<file path="config.mk">
export PLATFORM = sky130hd
export DESIGN_NAME = s2_to_s8_fifo
export DESIGN_NICKNAME = d
export VERILOG_FILES = /design/src/rtl/s2_to_s8_fifo.sv
export SDC_FILE = /design/constraint.sdc
export NUM_CORES = 1
export LEC_CHECK = 0
export CORE_MARGIN = 2
export CORE_UTILIZATION = 60
export DETAILED_ROUTE_END_ITERATION = 6
export PLACE_DENSITY = 0.89
export RECOVER_POWER = 25
export SYNTH_ARGS = -nofsm -noshare
export SYNTH_HDL_FRONTEND = slang
export SYNTH_SLANG_ARGS = --single-unit
</file>
<file path="constraint.sdc">
create_clock -name CLK -period 9.02 [get_ports CLK]
set_clock_uncertainty 0.15 [all_clocks]
set_input_delay 2.706 -clock CLK [delete_from_list [all_inputs] [get_ports CLK]]
set_output_delay 2.706 -clock CLK [all_outputs]
set_load 0.05 [all_outputs]
</file>
<file path="src/rtl/s2_to_s8_fifo.sv">
// Dibit-in, byte-out FIFO: 2-bit writes are packed little-dibit-first into bytes
// and presented through a registered output stage with valid/ready flow control.
module s2_to_s8_fifo #(
  parameter int DEPTH_BYTES = 64,
  localparam int DW = $clog2(DEPTH_BYTES * 4),
  localparam int BW = $clog2(DEPTH_BYTES)
) (
  input  logic          CLK,
  input  logic          RST_N,
  input  logic          CLR,
  input  logic          WR_VALID,
  input  logic [1:0]    WR_DATA,
  output logic          WR_READY,
  output logic          RD_VALID,
  output logic [7:0]    RD_DATA,
  input  logic          RD_READY,
  output logic [DW:0]   FILL
);

  // Handshake: a beat transfers on a rising edge where valid and ready are both
  // high; valid never waits on ready, and WR_READY depends on registered state only.

  logic [7:0]  mem [DEPTH_BYTES];

  logic [DW:0] wr_ptr_q, wr_ptr_d;
  logic [BW:0] rd_ptr_q, rd_ptr_d;
  logic        rd_valid_q, rd_valid_d;
  logic [7:0]  rd_data_q, rd_data_d;

  logic [DW:0] fill;
  logic        wr_fire;
  logic        ld_fire;

  // Both pointers carry a wrap bit, so their difference (in dibits) is the
  // storage occupancy from 0 up to and including DEPTH_BYTES*4.
  assign fill     = wr_ptr_q - {rd_ptr_q, 2'b00};
  assign WR_READY = ~fill[DW];
  assign wr_fire  = WR_VALID & WR_READY;
  assign ld_fire  = (fill >= (DW+1)'(4)) & (~rd_valid_q | RD_READY);

  always_comb begin
    wr_ptr_d   = wr_ptr_q;
    rd_ptr_d   = rd_ptr_q;
    rd_valid_d = rd_valid_q;
    rd_data_d  = rd_data_q;
    if (CLR) begin
      wr_ptr_d   = '0;
      rd_ptr_d   = '0;
      rd_valid_d = 1'b0;
      rd_data_d  = 8'h00;
    end else begin
      if (wr_fire) begin
        wr_ptr_d = wr_ptr_q + (DW+1)'(1);
      end
      if (ld_fire) begin
        rd_ptr_d   = rd_ptr_q + (BW+1)'(1);
        rd_valid_d = 1'b1;
        rd_data_d  = mem[rd_ptr_q[BW-1:0]];
      end else if (RD_READY) begin
        rd_valid_d = 1'b0;
      end
    end
  end

  always_ff @(posedge CLK or negedge RST_N) begin
    if (!RST_N) begin
      wr_ptr_q   <= '0;
      rd_ptr_q   <= '0;
      rd_valid_q <= 1'b0;
      rd_data_q  <= 8'h00;
    end else begin
      wr_ptr_q   <= wr_ptr_d;
      rd_ptr_q   <= rd_ptr_d;
      rd_valid_q <= rd_valid_d;
      rd_data_q  <= rd_data_d;
    end
  end

  // Storage is left unreset; a dibit lands in the byte lane picked by the
  // two low bits of the write pointer.
  always_ff @(posedge CLK) begin
    if (wr_fire && !CLR) begin
      mem[wr_ptr_q[DW-1:2]][{wr_ptr_q[1:0], 1'b0} +: 2] <= WR_DATA;
    end
  end

  assign RD_VALID = rd_valid_q;
  assign RD_DATA  = rd_data_q;
  assign FILL     = fill;

endmodule

</file>
==> impl_metrics.toml <==
[floorplan]
die_y_um = 199
dieWidth_um = 199
ios = 26
fp.dieArea_sq_um = 39500
coreArea_sq_um = 37500
start_util = 0.608
row_count = 71

[clock_tree]
cts_resized = 0
postCtsSetupBuffers = 0
clockBufferDepth = 3
clock_latency_ns = 0.57
clk_pin_slew_ns = 0.07
htree_levels = 2
holdBufCountCts = 0
cts_tree = "yes"
cts_buffers = 49
cts_root_buf = "clkbuf_16"
cts_sinks = 537

[min_path]
min_from = "RD_DATA[7]"
whs_endpoint = "RD_DATA[7]"
hold_class = "reg -> reg"
hold_depth = 2

[placement]
portBuffers = 25
gp_congestion = 0.868
place_area_sq_um = 23400
dp_hpwl_mm = 32.4

[critical_path]
slowest_delay_ns = 1.11
worst-path-max-fanout = 64
cpMaxStageDelayCell = "dfrtp_4"
regToRegSetupSlack_ns = 2.94
reg2reg_to = "mem[9][4]"
r2r_cells = 8
cp_data_required_time_ns = 6.16
cp.arrival_ns = 5.04
path_cells = "inv_1, ha_1, a211oi_2, nor4b_1, a211o_1, nor2_1, clkdlybuf4s50_1"
end_kind = "output port"
r2r_start = "rd_ptr_q[2]"
crit_type = "reg -> out"
critPathLaunchType = "flip-flop"

[synthesis]
syn-num-nets = 1449
ys_seq_area_frac = 0.703
avgSynthCellArea_sq_um = 15.9
synthTopCellsByCount = "512 x edfxtp_1, 295 x nor2_1, 96 x mux4_2"
synth_edf_count = 512
syn_inst = 1429
yosys_warnings = 0
yosys.area.top_type = "edfxtp_1"
synth_top_cell_area_share = 0.675
synthTopCellsByArea = "edfxtp_1 68%, mux4_2 9.5%, nor2_1 4.9%"
synth_area_sq_um = 22800
synth.distinct_cells = 52
synth-seq-cells = 537
ys.flop_type = "edfxtp_1"
synth_async_sr_flop_share = 0.0466
synth_most_common_cell = "edfxtp_1"

[final_layout]
final_cell_area_sq_um = 24900
drive_above_1_share = 0.142
nFillCells = 2259
nNetsFinal = 1459
antenna_cells = 0
area_growth_pct = 9.14

[power_and_ir_drop]
p_leak_nw = 7.65
power.total_mw = 5.68
ir_worst_vdd_uv = 148
power.density_nw_per_um2 = 228

[sta]
slew_headroom = -1.28
finalSetupTns_ns = 0
setup_viol = 0
final_max_slew_viol_count = 474
hold_violations = 0
max_freq_mhz = 127
period_needed_ns = 7.89
rsz0062_at_grt = "no"
tightest_slew_ns = 3.43
min_period_over_period = 0.875

[grt]
grt_start_max_net_pins = 67
grt.total_usage = 0.298
antenna_found_initial = 0
grt_pass1_wl_mm = 85.9
grt_pass1_vias = 13800
grt_overflow = 0

[route]
routed_via_density = 6.94
initialDrtViolationCount = 2255
drc = 0
first_pass_iters = 6
drt.antenna.violating_nets = 0
wl_per_cell_um = 29.0
vias = 13800
routed_wl_mm = 57.7

[status]
violations = "capacitance limit, slew limit"
status = "complete, but fails checks"

[flow_run]
cap_violations = 9
## through the flow
step / instances / hold slack (ns) / setup slack, ns / utilization
floorplan: 1429 / 0.409 / 1.90 / -
global placement: 1899 / 0.388 / 1.99 / 0.623
detailed placement: 1899 / 0.413 / 1.87 / 0.623
CTS: 1987 / 0.428 / 1.21 / 0.665
global route: 1987 / 0.479 / 1.03 / 0.663
finish: 1987 / 0.424 / 1.13 / 0.663
## worst max-delay path: cells and delay by family (launching register included)
family	cells	cell delay, ns
flip-flops	1	1.11
AO/OA/AOI/OAI	2	0.65
buffers and inverters	2	1.20
adder cells (fa/ha/maj)	1	0.40
AND/OR/NAND/NOR	2	1.10
## cells by family after synthesis
| logic type | after synthesis | share of synthesized area |
|---|---|---|
| AO/OA/AOI/OAI | 154 | 0.0490 |
| XOR/XNOR | 7 | 0.00269 |
| adder cells (fa/ha/maj) | 13 | 0.00747 |
| buffers and inverters | 108 | 0.0276 |
| flip-flops | 537 | 0.703 |
| multiplexers | 168 | 0.127 |
| AND/OR/NAND/NOR | 442 | 0.0838 |
## area by class of cell
type	instances	area [sq um]	share of cell area
Sequential cell	537	16000	0.644
Multi-Input combinational cell	784	6170	0.248
Clock buffer	59	1270	0.0512
Tap cell	511	639	0.0257
Timing Repair Buffer	47	385	0.0155
Clock inverter	29	304	0.0122
Inverter	20	75.1	0.00302
## how the worst max path moves through the flow
stage                startpoint         to  slack (ns)  cells after the start
detailed placement  rd_ptr_q[2]   WR_READY        1.87                      7
floorplan            WR_DATA[0]  mem[0][0]        1.90                      1
global placement    rd_ptr_q[2]   WR_READY        1.99                      7
global route        rd_ptr_q[2]   WR_READY        1.03                      7
CTS                 rd_ptr_q[2]   WR_READY        1.21                      7
finish              rd_ptr_q[2]   WR_READY        1.13                      7
## state kept, by name (all words and copies together), names as in the netlist
name and cells:
RD_DATA 8, RD_VALID 1, mem 512, rd_ptr_q 7
wr_ptr_q 9
## report_power, final
group          switching, mW  total, mW  internal (mW)
sequential            0.0289       2.84           2.81
combinational          0.502      0.751          0.249
clock                  0.908       2.09           1.18
total                   1.44       5.68           4.24
## per-layer routing
layer / global-route usage / wire length, um / vias to the layer above
li1: - / - / 5528
met2: 0.494 / 28200 / 1299
met1: 0.377 / 18500 / 6725
met5: 0 / 0 / -
met3: 0.0682 / 7780 / 236
met4: 0.142 / 3160 / 0
## cell usage in the layout (no fill, tap or decap), types with 20 or more instances in the layout
cell / n
a21oi_1: 38
a22oi_1: 38
clkbuf_16: 49
clkdlybuf4s50_1: 20
dfrtp_1: 22
edfxtp_1: 512
mux2i_1: 66
mux4_2: 96
nand2_1: 80
nor2_1: 289
o221ai_1: 32
Note: power is estimated with default switching activity, not from simulation.
